[src/rtl/urv_divider_iter.sv]
// -----------------------------------------------------------------------------
// urv_divider_iter
//   Iterative restoring divider for the RISC-V M-extension divide group
//   (DIV, DIVU, REM, REMU). The operand magnitudes are divided unsigned.
//   The sign is applied in a single fix-up cycle at the end. Divide-by-zero
//   and signed overflow either take a one-cycle bypass (EARLY_OUT=1) or fall
//   out of the normal datapath with the architecturally required results.
//
// Parameters
//   XLEN           operand/result width (8..64, multiple of BITS_PER_CYCLE)
//   BITS_PER_CYCLE quotient bits resolved per BUSY cycle (1, 2 or 4)
//   EARLY_OUT      1: bypass iteration for divide-by-zero / signed overflow
//
// Ports
//   clk_i          clock, all state on rising edge
//   rst_n_i        asynchronous active-low reset
//   x_stall_i      execute stage held (keeps DONE alive)
//   x_kill_i       execute instruction squashed (aborts BUSY/FIXUP)
//   x_stall_req_o  divider requests pipeline stall (combinational)
//   d_valid_i      decode instruction valid
//   d_is_divide_i  instruction belongs to the divide group
//   d_fun_i        funct3: 100 DIV, 101 DIVU, 110 REM, 111 REMU
//   d_rs1_i        dividend
//   d_rs2_i        divisor
//   x_rd_o         result
//   x_done_o       x_rd_o valid for the held instruction
// -----------------------------------------------------------------------------
module urv_divider_iter #(
  parameter int XLEN           = 32,
  parameter int BITS_PER_CYCLE = 1,
  parameter int EARLY_OUT      = 1
) (
  input  logic            clk_i,
  input  logic            rst_n_i,
  input  logic            x_stall_i,
  input  logic            x_kill_i,
  output logic            x_stall_req_o,
  input  logic            d_valid_i,
  input  logic            d_is_divide_i,
  input  logic [2:0]      d_fun_i,
  input  logic [XLEN-1:0] d_rs1_i,
  input  logic [XLEN-1:0] d_rs2_i,
  output logic [XLEN-1:0] x_rd_o,
  output logic            x_done_o
);

  localparam int N_STEPS = XLEN / BITS_PER_CYCLE;
  localparam int CNT_W   = $clog2(N_STEPS + 1);
  localparam logic [XLEN-1:0] MIN_NEG = {1'b1, {(XLEN-1){1'b0}}};

  typedef enum logic [1:0] {
    S_IDLE  = 2'd0,
    S_BUSY  = 2'd1,
    S_FIXUP = 2'd2,
    S_DONE  = 2'd3
  } state_e;

  state_e            state_q, state_d;
  logic [CNT_W-1:0]  cnt_q, cnt_d;
  logic [XLEN-1:0]   rem_q, rem_d;     // partial remainder
  logic [XLEN-1:0]   quo_q, quo_d;     // dividend shifting out, quotient shifting in
  logic [XLEN-1:0]   dvs_q, dvs_d;     // divisor magnitude
  logic [XLEN-1:0]   rd_q, rd_d;
  logic              neg_q, neg_d;     // result must be negated in FIXUP
  logic              is_rem_q, is_rem_d;

  // ---------------------------------------------------------------------------
  // Operand decode (valid in the start cycle only)
  // ---------------------------------------------------------------------------
  logic            op_signed, op_rem;
  logic            rs1_neg, rs2_neg;
  logic            rs2_zero, sgn_ovf, special, start;
  logic [XLEN-1:0] rs1_mag, rs2_mag, early_rd;

  assign op_signed = ~d_fun_i[0];
  assign op_rem    = d_fun_i[1];
  assign rs1_neg   = op_signed & d_rs1_i[XLEN-1];
  assign rs2_neg   = op_signed & d_rs2_i[XLEN-1];
  // Two's complement of MIN_NEG is MIN_NEG itself, which is exactly the
  // correct unsigned magnitude, so no extra bit is needed here.
  assign rs1_mag   = rs1_neg ? ({XLEN{1'b0}} - d_rs1_i) : d_rs1_i;
  assign rs2_mag   = rs2_neg ? ({XLEN{1'b0}} - d_rs2_i) : d_rs2_i;
  assign rs2_zero  = (d_rs2_i == {XLEN{1'b0}});
  assign sgn_ovf   = op_signed & (d_rs1_i == MIN_NEG) & (d_rs2_i == {XLEN{1'b1}});
  assign special   = rs2_zero | sgn_ovf;
  assign early_rd  = rs2_zero ? (op_rem ? d_rs1_i : {XLEN{1'b1}})
                              : (op_rem ? {XLEN{1'b0}} : d_rs1_i);

  // funct3[2] is set for every divide-group encoding; requiring it keeps a
  // malformed decode from launching an operation. Gating with rst_n_i keeps
  // the stall request low while reset is held.
  assign start = rst_n_i & (state_q == S_IDLE) & d_valid_i & d_is_divide_i
               & d_fun_i[2] & ~x_kill_i;

  // ---------------------------------------------------------------------------
  // Restoring shift-subtract chain, BITS_PER_CYCLE stages per clock.
  // The subtraction is XLEN+1 bits wide: the shifted remainder is below
  // 2*divisor, so the difference always fits and its MSB is a clean borrow.
  // ---------------------------------------------------------------------------
  logic [XLEN-1:0] step_rem [BITS_PER_CYCLE+1];
  logic [XLEN-1:0] step_quo [BITS_PER_CYCLE+1];

  assign step_rem[0] = rem_q;
  assign step_quo[0] = quo_q;

  for (genvar gi = 0; gi < BITS_PER_CYCLE; gi++) begin : g_step
    logic [XLEN:0] shifted;
    logic [XLEN:0] diff;

    assign shifted          = {step_rem[gi], step_quo[gi][XLEN-1]};
    assign diff             = shifted - {1'b0, dvs_q};
    assign step_rem[gi + 1] = diff[XLEN] ? shifted[XLEN-1:0] : diff[XLEN-1:0];
    assign step_quo[gi + 1] = {step_quo[gi][XLEN-2:0], ~diff[XLEN]};
  end

  // With a zero divisor every stage "succeeds", leaving an all-ones quotient
  // magnitude and the dividend magnitude as remainder; neg_q is cleared for
  // the quotient in that case so the all-ones pattern survives FIXUP.
  logic [XLEN-1:0] fix_mag, fix_rd;

  assign fix_mag = is_rem_q ? rem_q : quo_q;
  assign fix_rd  = neg_q ? ({XLEN{1'b0}} - fix_mag) : fix_mag;

  // ---------------------------------------------------------------------------
  // Next-state / output logic
  // ---------------------------------------------------------------------------
  always_comb begin
    state_d       = state_q;
    cnt_d         = cnt_q;
    rem_d         = rem_q;
    quo_d         = quo_q;
    dvs_d         = dvs_q;
    rd_d          = rd_q;
    neg_d         = neg_q;
    is_rem_d      = is_rem_q;
    x_stall_req_o = 1'b0;

    case (state_q)
      S_IDLE: begin
        if (start) begin
          x_stall_req_o = 1'b1;
          is_rem_d      = op_rem;
          neg_d         = op_rem ? rs1_neg : ((rs1_neg ^ rs2_neg) & ~rs2_zero);
          if ((EARLY_OUT != 0) && special) begin
            rd_d    = early_rd;
            cnt_d   = '0;
            state_d = S_DONE;
          end else begin
            rem_d   = {XLEN{1'b0}};
            quo_d   = rs1_mag;
            dvs_d   = rs2_mag;
            cnt_d   = CNT_W'(N_STEPS);
            state_d = S_BUSY;
          end
        end
      end

      S_BUSY: begin
        x_stall_req_o = 1'b1;
        if (x_kill_i) begin
          cnt_d   = '0;
          state_d = S_IDLE;
        end else begin
          rem_d = step_rem[BITS_PER_CYCLE];
          quo_d = step_quo[BITS_PER_CYCLE];
          cnt_d = cnt_q - CNT_W'(1);
          if (cnt_q == CNT_W'(1)) begin
            state_d = S_FIXUP;
          end
        end
      end

      S_FIXUP: begin
        x_stall_req_o = 1'b1;
        if (x_kill_i) begin
          state_d = S_IDLE;
        end else begin
          rd_d    = fix_rd;
          state_d = S_DONE;
        end
      end

      S_DONE: begin
        // Leaving DONE never re-launches: the next start is only evaluated
        // once the state register reads IDLE.
        if (!x_stall_i || x_kill_i) begin
          state_d = S_IDLE;
        end
      end

      default: begin
        state_d = S_IDLE;
      end
    endcase
  end

  // ---------------------------------------------------------------------------
  // State registers
  // ---------------------------------------------------------------------------
  always_ff @(posedge clk_i or negedge rst_n_i) begin
    if (!rst_n_i) begin
      state_q  <= S_IDLE;
      cnt_q    <= '0;
      rem_q    <= '0;
      quo_q    <= '0;
      dvs_q    <= '0;
      rd_q     <= '0;
      neg_q    <= 1'b0;
      is_rem_q <= 1'b0;
    end else begin
      state_q  <= state_d;
      cnt_q    <= cnt_d;
      rem_q    <= rem_d;
      quo_q    <= quo_d;
      dvs_q    <= dvs_d;
      rd_q     <= rd_d;
      neg_q    <= neg_d;
      is_rem_q <= is_rem_d;
    end
  end

  assign x_rd_o   = rd_q;
  assign x_done_o = (state_q == S_DONE);

endmodule
[config.mk]
export PLATFORM = sky130hd
export DESIGN_NAME = urv_divider_iter
export DESIGN_NICKNAME = d
export VERILOG_FILES = /design/src/rtl/urv_divider_iter.sv
export SDC_FILE = /design/constraint.sdc
export NUM_CORES = 1
export LEC_CHECK = 0
export ABC_AREA = 1
export CORE_MARGIN = 10
export CORE_UTILIZATION = 60
export CTS_CLUSTER_DIAMETER = 120
export DETAILED_ROUTE_END_ITERATION = 10
export HOLD_SLACK_MARGIN = 0.06
export PLACE_DENSITY_LB_ADDON = 0.25
export SLEW_MARGIN = 5
export SYNTH_ARGS = -nofsm -noshare
export SYNTH_HDL_FRONTEND = slang
export SYNTH_SLANG_ARGS = --single-unit
[constraint.sdc]
create_clock -name clk_i -period 3 [get_ports clk_i]
set_input_delay 0.75 -clock clk_i [delete_from_list [all_inputs] [get_ports clk_i]]
set_output_delay 0.75 -clock clk_i [all_outputs]
set_load 0.01 [all_outputs]
== After elaboration in Yosys (flattened, before gate mapping) ==
Index checks and enable logic that the tools add are counted.

* Input port bits: 73
* Output and inout bits: 34
* Flip-flop bits (word level): 138
* Word-level logic and storage cells: 90

* Add/subtract/negate cells: 5
* Eq/ne operators: 13
* Bitwise operators: 17
* Mux-type cells: 34
* Reductions and logical operators: 13

{| class="wikitable"
|+ Operators by type and width
! kind !! number
|-
| 2-to-1 mux 32 bit || 17
|-
| one-hot mux 32 bit (2 select lines) || 3
|-
| subtractor 1 x 32 -> 32 bit, first input constant || 3
|-
| equality test 32 bit, second input constant || 2
|-
| subtractor 33 x 32 -> 33 bit || 1
|-
| logical NOT 32 bit || 1
|-
| 2-to-1 mux 6 bit || 3
|-
| 2-to-1 mux 2 bit || 6
|-
| one-hot mux 6 bit (2 select lines) || 1
|-
| bitwise AND 1 bit || 10
|-
| != test 2 bit, second input constant || 5
|-
| one-hot mux 2 bit (4 select lines) || 1
|-
| AND reduction 4 bit || 2
|-
| equality test 6 x 1 -> 1 bit, second input constant || 1
|-
| AND reduction 3 bit || 2
|-
| subtractor 6 x 1 -> 6 bit, second input constant || 1
|-
| inverter 1 bit || 5
|-
| equality test 2 bit, second input constant || 2
|-
| AND reduction 2 bit || 2
|-
| nonzero test 2 bit || 2
|-
| != test 3 bit, second input constant || 1
|-
| equality test 2 x 1 -> 1 bit, second input constant || 1
|-
| logical NOT 2 bit || 1
|-
| 2-to-1 mux 1 bit || 2
|-
| other kinds (7) || 7
|}

== Logic depth before layout (Yosys ltp) ==
Gate-level depths: netlist (run 1).

* Depth in word-level cells: 8
* Gate-level depth with buffers: 18
* Mapped depth without buffers: 17

== Least setup slack after synthesis (run 1) ==
Ideal clock, no wire load.

* Path kind: flip-flop to flip-flop
* Start point: reg quo_q[31]
* End point: reg rem_q[0]
* Setup slack: 716 ps
* Stages on the path, launching flop included: 18
* Required time: 2883 ps
* Arrival: 2167 ps
* Clock period less this slack: 2284 ps
* Path buffers: 1
* Setup time: 117 ps
* Cell sequence: dfrtp_1 inv_1 ha_1 inv_1 fa_1 nand3_1 nand3_1 nand2_1 nand2_1 nand2_1 nand2_1 nand2_1 nand3_1 nand2_2 buf_6 nand2_1 nand3_1 nand2_1

* Longest elaborated chain between the ends: 4

{| class="wikitable"
|+ Ends and longest elaborated chain
! element !! RTL line !! source
|-
| start: declaration || 61 || <nowiki>logic [XLEN-1:0] quo_q, quo_d;</nowiki>
|-
| start signal: assignment || 214 || <nowiki>quo_q <= quo_d;</nowiki>
|-
| subtractor 33 x 32 -> 33 bit || 111 || <nowiki>assign diff = shifted - {1'b0, dvs_q};</nowiki>
|-
| 2-to-1 mux 32 bit * || 112 || <nowiki>assign step_rem[gi + 1] = diff[XLEN] ? shifted[XLEN-1:0] : diff[XLEN-1:0];</nowiki>
|-
| 2-to-1 mux 32 bit * || 160 || <nowiki>if (x_kill_i) begin</nowiki>
|-
| one-hot mux 32 bit (2 select lines) * || 138 || <nowiki>case (state_q)</nowiki>
|-
| end signal: assignment || 213 || <nowiki>rem_q <= rem_d;</nowiki>
|-
| end: declaration || 60 || <nowiki>logic [XLEN-1:0] rem_q, rem_d;</nowiki>
|}

Mark *: on every way between the ends. The rest lies on a longest branch, timed or not. The select of a mux whose other input is x is not followed.
A chain may end at the register's enable or synchronous reset.

== Worst setup path after layout (run 1) ==
* Start point: in d_is_divide_i
* End point: out x_stall_req_o

* Longest elaborated chain between the ends: 5

{| class="wikitable"
|+ Ends and longest elaborated chain
! element !! RTL line !! source
|-
| start: declaration || 39 || <nowiki>input logic d_is_divide_i,</nowiki>
|-
| bitwise AND 1 bit || 92 || <nowiki>assign start = rst_n_i & (state_q == S_IDLE) & d_valid_i & d_is_divide_i</nowiki>
|-
| bitwise AND 1 bit (2 in a row) || 93 || <nowiki>& d_fun_i[2] & ~x_kill_i;</nowiki>
|-
| 2-to-1 mux 1 bit || 140 || <nowiki>if (start) begin</nowiki>
|-
| one-hot mux 1 bit (2 select lines) || 138 ||
|-
| end: declaration || 37 || <nowiki>output logic x_stall_req_o,</nowiki>
|}

No other way between the ends.

==> results of run 1 <==
[stage by stage]
stage / cells / utilization [%] / setup WS, ns / total power, W
6_report: 2674 / 71.7 / 0.0644 / 0.0131
5_1_grt: 2674 / 71.7 / 0.00120 / 0.0141
4_1_cts: 2674 / 71.7 / 0.0264 / 0.0129
3_5_place_dp: 2642 / 68.8 / -0.0799 / 0.0107
3_3_place_gp: 2642 / 68.8 / 0.0501 / 0.0105
2_1_floorplan: 2247 / - / 0.716 / 0.00827
[cells in the mapped netlist, types with 13 or more instances]
cell	instances
o21ai_2	23
inv_1	311
nand2_1	859
nor3_1	17
ha_1	43
o21ai_1	13
buf_2	18
buf_6	15
dfrtp_1	138
nand4_1	28
xor2_1	46
nand3_1	213
a21oi_1	48
nor2_1	203
o21ai_0	145
clkbuf_1	27
[cell type report]
| class | instances | area share (%) |
|---|---|---|
| clock buffer | 17 | 2.74 |
| clock inverter | 15 | 1.25 |
| inverter | 324 | 7.84 |
| multi-input combinational | 1711 | 51.9 |
| sequential | 138 | 22.2 |
| tap | 280 | 2.25 |
| timing repair buffer | 189 | 11.8 |
[flip-flops by register name, indices dropped and copies added (netlist names)]
| signal | count |
|---|---|
| state_q | 2 |
| x_rd_o | 32 |
| rem_q | 32 |
| neg_q | 1 |
| dvs_q | 32 |
| cnt_q | 6 |
| quo_q | 32 |
| is_rem_q | 1 |
[kinds of logic (layout without fill, tap and decap cells)]
family	after synthesis	count (layout)
flip-flops	138	138
XOR/XNOR	56	56
AO/OA/AOI/OAI	255	255
buffers and inverters	398	545
adder cells (fa/ha/maj)	44	44
AND/OR/NAND/NOR	1355	1355
multiplexers	1	1
[metal layers]
metal  vias to the layer above  share of wire [%]  GRT usage [%]
li1                       7290                  -              -
met1                      6820                 41           40.4
met2                       783                 46           49.6
met3                       124                9.5           5.38
met4                         0                3.8           12.9
met5                         -                  0              0
[power groups by stage]
stage | Combinational, W | Clock [W] | Sequential [W]
global placement | 0.00752 | 0 | 0.00297
CTS | 0.00775 | 0.00221 | 0.00298
detailed placement | 0.00770 | 0 | 0.00300
floorplan | 0.00531 | 0 | 0.00296
finish | 0.00793 | 0.00221 | 0.00300
global route | 0.00878 | 0.00228 | 0.00307
[how the worst max path moves through the flow]
stage                    end     startpoint  cells after the start
2_1_floorplan       rem_q[0]      quo_q[31]                     17
3_3_place_gp      x_rd_o[10]    d_rs1_i[24]                     16
3_5_place_dp       quo_q[29]     d_rs2_i[0]                     14
4_1_cts        x_stall_req_o     state_q[0]                      7
5_1_grt        x_stall_req_o     state_q[1]                      7
6_report       x_stall_req_o  d_is_divide_i                      6
[repair_timing]
action	in CTS	in global routing
gates cloned	0	0
setup buffers	0	0
gates resized for setup	1	2
endpoints found under the setup margin	1	1
hold buffers	0	0
[layout by cell type, fill, tap and decap left out, drive strengths merged, types with 6 or more instances in the layout]
master	netlist	layout
a21oi	49	49
buf	46	84
clkbuf	28	17
clkdlybuf4s50	0	105
clkinv	1	8
dfrtp	138	138
ha	43	43
inv	323	330
nand2	868	868
nand3	214	214
nand3b	6	6
nand4	29	29
nor2	214	214
nor3	18	18
o211ai	7	7
o21ai	181	181
o21bai	6	6
xnor2	10	10
xor2	46	46
==> run_results.csv, run 1 <==
group,metric,value,unit
synth,synth-edff-count,0,
power_and_ir_drop,p_leak,8.49,nW
power_and_ir_drop,combPwrFrac,60.3,%
job,maxCapViolations,0,
clock_network,h-tree-depth,4,
synth,seq_area_frac_synth,26.2,%
worst_setup_path,arrival,2.19,ns
synth,ys_top_cells_by_area,"dfrtp_1, nand2_1, inv_1",
power_and_ir_drop,p_clk_share,16.8,%
layout,fillers,1877,
synth,ys.flop_type,"dfrtp_1",
synth,ys_ff_latch,138,
sta,finalSetupViolCount,0,
synth,synth_compound_area_share,10.8,%
synth,yosysUniqueCellTypes,48,
synth,synth_area_per_cell,5.86,um^2
die,io_pins,107,
sta,slew_headroom,47.2,%
die,start_util,60.8,%
layout,nets,2498,
route,postRouteAntennaNets,0,
worst_setup_path,startpoint_type,"input port",
sta,timing.final.hold_violations,0,
layout,areaGrowthSynthToFinish,18.0,%
layout,regArea,0.00345,mm^2
synth,synthMuxAreaShare,0.0760,%
worst_setup_path,path_class,"in -> out",
synth,synth_fa_ha_area_share,4.23,%
die,dieArea,0.0283,mm^2
clock_network,clock_latency,0.44,ns
sta,slew_viol_final,0,
global_route,grt_overflow_total,0,
synth,syn_inst,2247,
clock_network,clk_pin_slew,0.08,ns
place,hpwlAfterDp,35.8,mm
worst_setup_path,worst_r2r_path_depth,13,
clock_network,cts_buffer_depth,2,
route,viasPerCell,5.62,
synth,yosys.area_share.xor_xnor,3.72,%
place,gp_congestion,1.05,
synth,synth_top_area_share,26.2,%
sta,tightest_slew,0.791,ns
route,route.detailed.drc,0,
run_status,status,"completed",
worst_setup_path,crit_buf_inv,2,
layout,stdcell_area,0.0156,mm^2
route,routed-via-count,15000,
route,drtIter0Drc,2005,
synth,ys_async_sr_fraction,100,%
power_and_ir_drop,power_frac_seq,22.8,%
power_and_ir_drop,p_int,0.00633,W
worst_setup_path,worstPathMaxFanout,2,
sta,finClkSkew,0.0155,ns
power_and_ir_drop,switching_power,0.00681,W
die,die_w,168,um
layout,antennaDiodeCount,0,
worst_setup_path,cp-end-kind,"primary output",
synth,synthesis.area,0.0132,mm^2
global_route,antenna_found_initial,0,
global_route,grt_pass1_vias,13900,
worst_setup_path,cp_cell_sequence,"clkdlybuf4s50_1, nand4_1, nor3_4, nor2_1, nor2_1, clkdlybuf4s50_1",
synth,synth_top_area_cell,"dfrtp_1",
synth,synth.net_count,2364,
route,wl,45.1,mm
power_and_ir_drop,p_sw_share,51.9,%
place,io_buffers,106,
layout,multiInputGateArea,0.00807,mm^2
layout,drive_above_1_share,7.64,%
worst_setup_path,critPathTopFamily,"buffers and inverters",
clock_network,cts_sinks,138,
synth,synth_top_family_by_area,"simple AND/OR/NAND/NOR gates",
sta,setup_tns,0,ns
worst_setup_path,crit_path_max_incr_delay,0.55,ns
power_and_ir_drop,power_density,845,mW/mm^2
power_and_ir_drop,ir_drop,0.595,mV
worst_setup_path,required,2.25,ns
synth,synthSimpleGateAreaFrac,42.3,%
sta,fin_crit_sh,97.9,%
sta,holdWs,0.372,ns
sta,fmax,341,MHz
worst_hold_path,hp-class,"in -> async",
worst_setup_path,ff2ff_setup_slack,0.25,ns
route,dr.pass1.iters,6,
synth,yosysWarnings,0,
global_route,grtUsageTotal,31.0,%
place,postPlaceCellArea,0.0149,mm^2
worst_setup_path,r2r_end,"x_rd_o[28]",
die,rows,54,
worst_setup_path,reg2reg_from,"is_rem_q",
sta,rsz0062_at_grt,"false",
clock_network,root_buffer,"clkbuf_16",
die,core,0.0217,mm^2
global_route,grt_pass1_wl,71.4,mm
global_route,grt_max_degree,139,
clock_network,cts_tree,"done",
clock_network,cts_made_buffers,17,
die,die_h,168,um
worst_setup_path,slowest_stage,"clkdlybuf4s50_1",
sta,period_minus_slack,2.94,ns
route,wl_per_cell,16.9,um
Note: power is estimated with default switching activity, not from simulation.
==> run 2: changes to the inputs <==
--- a/config.mk
+++ b/config.mk
@@ -6,8 +6,9 @@
 export NUM_CORES = 1
 export LEC_CHECK = 0
 export ABC_AREA = 1
+export CAP_MARGIN = 30
 export CORE_MARGIN = 10
-export CORE_UTILIZATION = 60
+export CORE_UTILIZATION = 55
 export CTS_CLUSTER_DIAMETER = 120
 export DETAILED_ROUTE_END_ITERATION = 10
 export HOLD_SLACK_MARGIN = 0.06
==> constraint.sdc (replaced) <==
create_clock -name clk_i -period 2.7 [get_ports clk_i]
set_input_delay 0.675 -clock clk_i [delete_from_list [all_inputs] [get_ports clk_i]]
set_output_delay 0.675 -clock clk_i [all_outputs]
set_load 0.01 [all_outputs]
==> run 2 against run 1 <==
Against the previous run:
- core utilization shrank 2.4 points
- power grew 16%
- clock power grew 21%
- global-route usage shrank 0.74 points
- register-to-register slack lost 0.14 ns
- clock skew shrank 0.0030 ns
==> run_results.csv, run 2 (same netlist as run 1, synthesis figures left out) <==
group,metric,value,unit
sta,slew_headroom,45.4,%
route,route.detailed.drc,0,
layout,layout_common_cells,"nand2_1, inv_1, nand3_1, nor2_1, o21ai_0",
layout,fillers,2121,
global_route,antenna_found_initial,1,
power_and_ir_drop,p_leak,8.90,nW
power_and_ir_drop,p_clk_share,17.6,%
worst_setup_path,crit_buf_inv,2,
sta,timing.final.hold_violations,0,
route,drtIter0Drc,2088,
job,maxCapViolations,0,
die,start_util,56.0,%
route,viasPerCell,5.50,
sta,rsz0062_at_grt,"true",
power_and_ir_drop,switching_power,0.00756,W
power_and_ir_drop,power_density,932,mW/mm^2
die,die_h,175,um
power_and_ir_drop,power_frac_seq,22.0,%
sta,period_minus_slack,2.59,ns
sta,fin_crit_sh,95.8,%
sta,finClkSkew,0.0125,ns
global_route,grtUsageTotal,30.3,%
worst_setup_path,startpoint_type,"flip-flop",
global_route,grt_overflow_total,0,
worst_setup_path,crit_path_max_incr_delay,0.46,ns
global_route,grt_pass1_vias,14600,
worst_setup_path,worstPathMaxFanout,27,
sta,holdWs,0.336,ns
die,core,0.0235,mm^2
place,gp_congestion,1.01,
worst_setup_path,slowest_stage,"dfrtp_1",
global_route,grt_max_degree,139,
worst_setup_path,critPathTopFamily,"simple AND/OR/NAND/NOR gates",
power_and_ir_drop,p_int,0.00765,W
worst_setup_path,cp_cell_sequence,"ha_1, nand2_1, inv_1, a21oi_1, nand2_1, nand2_1, nand2_1, nand2_2, nand3_1, nand2_4, buf_12, nand2_1, nand3_1, nand2_1",
clock_network,cts_made_buffers,17,
global_route,grt_pass1_wl,74.9,mm
layout,nets,2573,
power_and_ir_drop,combPwrFrac,60.4,%
worst_setup_path,cp-end-kind,"flip-flop",
power_and_ir_drop,p_sw_share,49.7,%
worst_setup_path,path_class,"reg -> reg",
route,postRouteAntennaNets,0,
route,routed-via-count,15300,
worst_hold_path,hp-class,"in -> async",
die,dieArea,0.0306,mm^2
worst_setup_path,path_common_cell,"nand2_1",
sta,finalSetupViolCount,0,
worst_setup_path,arrival,2.90,ns
clock_network,h-tree-depth,4,
layout,areaGrowthSynthToFinish,23.8,%
clock_network,cts_tree,"done",
route,dr.pass1.iters,6,
clock_network,hold_buffers,0,
clock_network,clock_latency,0.44,ns
clock_network,clk_pin_slew,0.06,ns
worst_setup_path,required,3.02,ns
die,io_pins,107,
route,wl,47.8,mm
sta,tightest_slew,0.819,ns
layout,drive_above_1_share,10.8,%
sta,fmax,387,MHz
sta,slew_viol_final,0,
die,die_w,175,um
power_and_ir_drop,ir_drop,0.753,mV
clock_network,cts_buffer_depth,2,
die,rows,56,
place,io_buffers,106,
clock_network,cts_sinks,138,
route,wl_per_cell,17.1,um
layout,postLayoutCoreUtil,69.3,%
clock_network,root_buffer,"clkbuf_16",
layout,mostFrequentLayoutCell,"nand2_1",
run_status,status,"completed",
place,hpwlAfterDp,37.6,mm
run 2: stage by stage:
step	setup WS [ns]	TNS, ns	instances	power (W)	cell area [um^2]
2_1_floorplan	0.416	0	2247	0.00919	13200
3_3_place_gp	-0.219	-14.58	2750	0.0120	15500
3_5_place_dp	-0.294	-22.94	2750	0.0122	15500
4_1_cts	0.0987	0	2782	0.0150	16200
5_1_grt	-0.0173	-0.115	2788	0.0163	16300
6_report	0.114	0	2789	0.0152	16300
run 2: final cells by class:
type	instances	area, um^2	area share, %
multi-input cells	1711	8120	49.7
flip-flops and latches	138	3450	21.2
repair buffers	264	2460	15.1
inverters	324	1220	7.50
clock buffers	18	439	2.69
well taps	319	399	2.45
clock inverters	14	218	1.33
diodes	1	2.50	0.0153
run 2: worst paths after layout:
| kind | cells past startpoint | endpoint | slack (ns) | startpoint |
|---|---|---|---|---|
| worst max-delay path | 14 | rem_q[4] | 0.11 | rem_q[5] |
| worst min-delay path | 2 | dvs_q[6] | 0.34 | rst_n_i |
| worst max register to register | 14 | rem_q[4] | 0.11 | rem_q[5] |
| worst min register to register | 2 | x_rd_o[1] | 0.48 | x_rd_o[1] |
| max in group asynchronous | 2 | is_rem_q | 1.73 | rst_n_i |
| min in group clk_i | 2 | x_rd_o[1] | 0.48 | x_rd_o[1] |
run 2: routing by layer:
| metal | part of all wire, % | GRT usage [%] | wire [um] | up-vias |
|---|---|---|---|---|
| li1 | - | - | - | 7461 |
| met1 | 42 | 39.5 | 20200 | 6979 |
| met2 | 45 | 48.2 | 21400 | 742 |
| met3 | 8.1 | 4.63 | 3890 | 162 |
| met4 | 4.7 | 14.2 | 2240 | 0 |
| met5 | 0 | 0 | 0 | - |
run 2: worst register-to-register path, stage by stage (launching register included):
cell and delay [ns]:
dfrtp_1 0.46, ha_1 0.40, nand2_1 0.18, inv_1 0.06, a21oi_1 0.24, nand2_1 0.13, nand2_1 0.07, nand2_1 0.10
nand2_2 0.13, nand3_1 0.15, nand2_4 0.13, buf_12 0.18, nand2_1 0.10, nand3_1 0.08, nand2_1 0.06
run 2: power groups by stage:
stage	Clock, W	Sequential (W)	Combinational [W]
5_1_grt	0.00276	0.00343	0.0101
3_5_place_dp	0	0.00336	0.00885
2_1_floorplan	0	0.00329	0.00590
4_1_cts	0.00267	0.00333	0.00895
3_3_place_gp	0	0.00331	0.00869
6_report	0.00268	0.00335	0.00918
run 2: what timing repair did:
action / 4_1_cts / 5_1_grt
gates resized for setup: 3 / 16
setup buffers: 0 / 3
cloned: 0 / 3
pin swaps: 0 / 6
setup endpoints to repair: 1 / 55
hold endpoints to repair: 0 / 0
==> run 3: changes to the inputs <==
--- a/config.mk
+++ b/config.mk
@@ -7,10 +7,10 @@
 export LEC_CHECK = 0
 export ABC_AREA = 1
 export CAP_MARGIN = 30
-export CORE_MARGIN = 10
 export CORE_UTILIZATION = 55
 export CTS_CLUSTER_DIAMETER = 120
 export DETAILED_ROUTE_END_ITERATION = 10
+export GPL_TIMING_DRIVEN = 1
 export HOLD_SLACK_MARGIN = 0.06
 export PLACE_DENSITY_LB_ADDON = 0.25
 export SLEW_MARGIN = 5
==> run 3 against run 2 <==
Against the previous run:
- worst setup slack improved by 0.018 ns
- fmax increased by 0.71%
- critical endpoint is now quo_q[22]
- first-iteration DRC count decreased by 14%
==> run_results.csv, run 3 (same netlist as run 1, synthesis figures left out) <==
group,metric,value,unit
run_status,status,"completed",
route,wl,45.9,mm
global_route,antenna_found_initial,1,
sta,tightest_slew,0.601,ns
worst_setup_path,path_class,"in -> reg",
global_route,grt_pass1_wl,71.8,mm
clock_network,cts_sinks,138,
worst_setup_path,required,3.01,ns
route,route.detailed.drc,0,
clock_network,root_buffer,"clkbuf_16",
place,pre_cts_ws,-0.339,ns
clock_network,clk_pin_slew,0.07,ns
clock_network,cts_buffer_depth,2,
place,io_buffers,106,
worst_setup_path,cp-end-kind,"flip-flop",
place,postPlaceCellArea,0.0155,mm^2
job,maxCapViolations,0,
power_and_ir_drop,combPwrFrac,61.0,%
die,io_pins,107,
layout,nets,2576,
sta,slew_headroom,59.5,%
sta,fmax,389,MHz
die,rows,56,
sta,finalSetupViolCount,0,
layout,areaGrowthSynthToFinish,23.3,%
sta,period_minus_slack,2.57,ns
die,dieArea,0.0246,mm^2
sta,timing.final.hold_violations,0,
worst_setup_path,startpoint_type,"input port",
sta,holdWs,0.309,ns
clock_network,clock_latency,0.44,ns
die,start_util,56.1,%
global_route,grt_overflow_total,0,
power_and_ir_drop,p_leak,8.88,nW
die,die_h,157,um
clock_network,h-tree-depth,4,
worst_hold_path,hp-class,"in -> async",
global_route,grtUsageTotal,38.1,%
power_and_ir_drop,switching_power,0.00753,W
die,core,0.0235,mm^2
route,drtIter0Drc,1799,
route,dr.pass1.iters,6,
layout,antennaDiodeCount,0,
sta,fin_ws,0.132,ns
layout,stdcell_area,0.0162,mm^2
power_and_ir_drop,power_frac_seq,22.7,%
route,routed-via-count,15200,
sta,slew_viol_final,0,
clock_network,cts_tree,"done",
power_and_ir_drop,p_sw_share,50.9,%
worst_setup_path,arrival,2.88,ns
sta,rsz0062_at_grt,"false",
layout,layout_common_cells,"nand2_1, inv_1, nand3_1, nor2_1, buf_4",
die,die_w,157,um
power_and_ir_drop,p_clk_share,16.3,%
worst_setup_path,worstPathMaxFanout,52,
clock_network,cts_made_buffers,17,
global_route,grt_max_degree,73,
layout,mostFrequentLayoutCell,"nand2_1",
route,postRouteAntennaNets,0,
power_and_ir_drop,ir_drop,0.740,mV
clock_network,hold_buffers,0,
route,wl_per_cell,16.4,um
route,viasPerCell,5.46,
power_and_ir_drop,p_int,0.00727,W
global_route,grt_pass1_vias,14200,
sta,finClkSkew,0.0170,ns
layout,postLayoutCoreUtil,69.2,%
layout,drive_above_1_share,11.0,%
place,gp_congestion,1.03,
power_and_ir_drop,power_density,911,mW/mm^2
place,hpwlAfterDp,36.2,mm
sta,fin_crit_sh,95.1,%
run 3: cell count changes in the layout (fill, tap and decap cells not counted), sizes merged:
cell / before / now
buf: 156 / 160
bufinv: 5 / 1
clkbuf: 21 / 20
clkdlybuf4s50: 103 / 104
clkinvlp: 3 / 1
diode: 1 / 0
dlymetal6s2s: 1 / 0
inv: 326 / 332
run 3: critical path, stage by stage:
cell             delay, ns
clkdlybuf4s50_1       0.43
inv_1                 0.11
ha_1                  0.20
nand3_2               0.13
nor2_4                0.15
nand4_2               0.09
nor2_1                0.21
nand3_1               0.16
nand2_1               0.12
nand2_1               0.09
nand2_4               0.11
inv_6                 0.15
nand2_1               0.15
o21ai_2               0.06
run 3: metal layers:
| layer | global-route usage, % | up-vias | routed length (um) | part of all wire [%] |
|---|---|---|---|---|
| met3 | 5.62 | 126 | 3960 | 8.6 |
| met1 | 50.1 | 6950 | 19000 | 41 |
| met5 | 0 | - | 9 | 0.020 |
| met4 | 16.0 | 2 | 1780 | 3.9 |
| met2 | 62.3 | 717 | 21100 | 46 |
| li1 | - | 7452 | - | - |
run 3: worst paths after layout:
kind                            start    endpoint  slack (ns)  cells after the start
max                        d_rs2_i[0]   quo_q[22]        0.13                     14
min                           rst_n_i  x_rd_o[20]        0.31                      2
max reg2reg                  rem_q[0]  x_rd_o[28]        0.17                     16
min reg2reg                x_rd_o[24]  x_rd_o[24]        0.49                      2
max in group asynchronous     rst_n_i    is_rem_q        1.48                      3
min in group clk_i         x_rd_o[24]  x_rd_o[24]        0.49                      2
run 3: layout make-up:
class                      count  area [um^2]
multi-input combinational   1711         8110
fill                        2192         7230
sequential                   138         3450
timing repair buffer         267         2470
inverter                     324         1220
clock buffer                  18          439
tap                          319          399
clock inverter                14          149
run 3: power by group through the flow:
stage	combinational [W]	clock (W)	sequential (W)
floorplan	0.00590	0	0.00329
global placement	0.00847	0	0.00331
detailed placement	0.00865	0	0.00335
CTS	0.00872	0.00241	0.00333
global route	0.0100	0.00251	0.00343
finish	0.00903	0.00241	0.00335
run 3: stage by stage:
stage	cells	power (W)	setup TNS [ns]
after global routing	2791	0.0160	0
after floorplan	2247	0.00919	0
after detailed placement	2755	0.0120	-25.98
final	2791	0.0148	0
after CTS	2787	0.0145	0
after global placement	2755	0.0118	-15.46
run 3: repair_timing:
| action | in CTS | in global routing |
|---|---|---|
| buffers inserted | 0 | 1 |
| gates resized for setup | 5 | 12 |
| setup endpoints to repair | 1 | 63 |
| gates cloned | 0 | 2 |
| pin swaps | 0 | 1 |
==> variant: new RTL, config.mk and constraints of run 3 <==
Register the input `d_is_divide_i` before use, with the module's reset. The logic sees it one clock later. The other inputs are not delayed to match.
--- a/src/rtl/urv_divider_iter.sv
+++ b/src/rtl/urv_divider_iter.sv
@@ -55,6 +55,16 @@
     S_DONE  = 2'd3
   } state_e;
 
+  logic d_is_divide_q;
+
+  always_ff @(posedge clk_i or negedge rst_n_i) begin
+    if (!rst_n_i) begin
+      d_is_divide_q <= '0;
+    end else begin
+      d_is_divide_q <= d_is_divide_i;
+    end
+  end
+
   state_e            state_q, state_d;
   logic [CNT_W-1:0]  cnt_q, cnt_d;
   logic [XLEN-1:0]   rem_q, rem_d;     // partial remainder
@@ -89,7 +99,7 @@
   // funct3[2] is set for every divide-group encoding; requiring it keeps a
   // malformed decode from launching an operation. Gating with rst_n_i keeps
   // the stall request low while reset is held.
-  assign start = rst_n_i & (state_q == S_IDLE) & d_valid_i & d_is_divide_i
+  assign start = rst_n_i & (state_q == S_IDLE) & d_valid_i & d_is_divide_q
                & d_fun_i[2] & ~x_kill_i;
 
   // ---------------------------------------------------------------------------
Behaviour: not the same (a bounded check fails within 4 cycles, from zero or initial values and one cycle with rst_n_i low).
==> variant against run 3 <==
Synthesized cell count hardly changed; design area hardly changed; sequential cell count increased by 1; sequential power hardly changed; worst setup slack gained 0.016 ns; critical path depth rose by 2; wire length fell by 1.1%; total power down 0.94%; synthesized area rose by 0.19%; clock power fell by 4%.
==> variant: results (changes against run 3) <==
\begin{tabular}{lr}
\hline
Metric & Value \\
\hline
\multicolumn{2}{l}{\textbf{Outcome}} \\
Status & finished, final reports clean \\
\multicolumn{2}{l}{\textbf{Route}} \\
Met2 Wirelength & 20.8 mm (-1.3\%) \\
M1 wire length & 19.4 mm (+2.0\%) \\
Highest routed layer & met5 \\
First DRT Iteration DRCs & 1818 (+1.1\%) \\
Per-cell routed wire length & 16.2 microns (-1.3\%) \\
WL met3 & 3.93 mm (-0.66\%) \\
Ratio of routed vias to standard cells & 5.42 (-0.72\%) \\
\multicolumn{2}{l}{\textbf{Power and ir drop}} \\
Highest ir drop seen on vdd & 0.618 mV (-17\%) \\
Reported leakage power & 8.88 nW (about the same) \\
\multicolumn{2}{l}{\textbf{GRT}} \\
Met2 track demand over resource & 61.5\% (-0.87 points) \\
Fraction of met3 tracks used by global routing & 8.40\% (+2.8 points) \\
Tot GR Track Use & 37.6\% (-0.56 points) \\
Vias in the first global route & 13791 (-3.0\%) \\
Met1 global-route usage & 49.5\% (-0.60 points) \\
Maximum number of pins on one net before global-route repair & 140 (+92\%) \\
Global-route wire length before repair & 70.7 mm (-1.5\%) \\
\multicolumn{2}{l}{\textbf{Placed design}} \\
Setup WS pre-CTS & -0.294 ns (+0.0451 ns) \\
Cell Area, Placed & 15600 sq um (+0.53\%) \\
GPL Wtd Cong & 1.01 (-1.9\%) \\
DPL Wire Length & 35.7 mm (-1.5\%) \\
\multicolumn{2}{l}{\textbf{Critical path}} \\
Crit path launch & d\_rs1\_i[19] \\
FF-to-FF Start & quo\_q[31]\$\_DFFE\_PN0P\_ \\
Largest stage delay on the critical path & 0.44 ns \\
Capturing point of the worst reg2reg path & rem\_q[2]\$\_DFFE\_PN0P\_ \\
Largest fanout on the critical path & 28 (-46\%) \\
Critical path endpoint & x\_rd\_o[29]\$\_DFFE\_PN0P\_ \\
Arrival time at the worst endpoint & 2.94 ns (+0.06 ns) \\
Depth of the most critical reg-to-reg path & 17 (+1) \\
\multicolumn{2}{l}{\textbf{Timing}} \\
Worst Setup Slack, final & 0.148 ns (+0.0164 ns) \\
Transition time at the pin with the least slew margin & 0.785 ns (+0.184 ns) \\
Hold Slack & 0.333 ns (+0.0240 ns) \\
\multicolumn{2}{l}{\textbf{Logic synthesis}} \\
Fraction of the yosys area taken by sequential cells & 26.3\% (+0.14 points) \\
Syn Nets & 2365 (+0.042\%) \\
Biggest area contributors in the synthesized netlist & dfrtp\_1, nand2\_1, inv\_1 \\
Proportion of register bits with asynchronous set or reset after synthesis & 100\% (unchanged) \\
\multicolumn{2}{l}{\textbf{Finish}} \\
Net count reported at finish & 2581 (+0.19\%) \\
Final cell count without fillers & 2797 (+0.21\%) \\
Filler cell count & 2194 (+0.091\%) \\
Fraction of final layout cells sized beyond drive strength 1 & 10.9\% (-0.063 points) \\
\multicolumn{2}{l}{\textbf{CTS}} \\
CTS Buffer Depth & 2 (unchanged) \\
\hline
\end{tabular}
[variant: final cells by class]
type                       count  area, sq um  share of cell area, %
antenna                        1         2.50                 0.0154
clock buffer                  18          439                   2.71
clock inverter                14          125                  0.771
inverter                     324         1220                   7.52
multi-input combinational   1711         8110                   49.9
sequential                   139         3480                   21.4
tap                          319          399                   2.46
timing repair buffer         271         2460                   15.2
[variant: kinds of logic after synthesis]
logic type,Yosys count,synth area share [%]
buf+inv,398,12.6
compound gates,255,10.8
mux,1,0.0758
xor+xnor,56,3.71
flops,139,26.3
fa+ha+maj,44,4.23
simple gates,1355,42.2
[variant: where the power goes]
part	internal, mW	total, mW	switching (mW)	leakage (nW)
combinational	3.12	8.99	5.88	6.81
clock	1.24	2.32	1.08	0.278
sequential	2.84	3.35	0.512	1.79
total	7.19	14.7	7.47	8.88
[variant: what timing repair did]
item,CTS,global route
resized for setup,5,6
setup endpoints to repair,1,18
pin swaps,0,0
buffers inserted,0,2
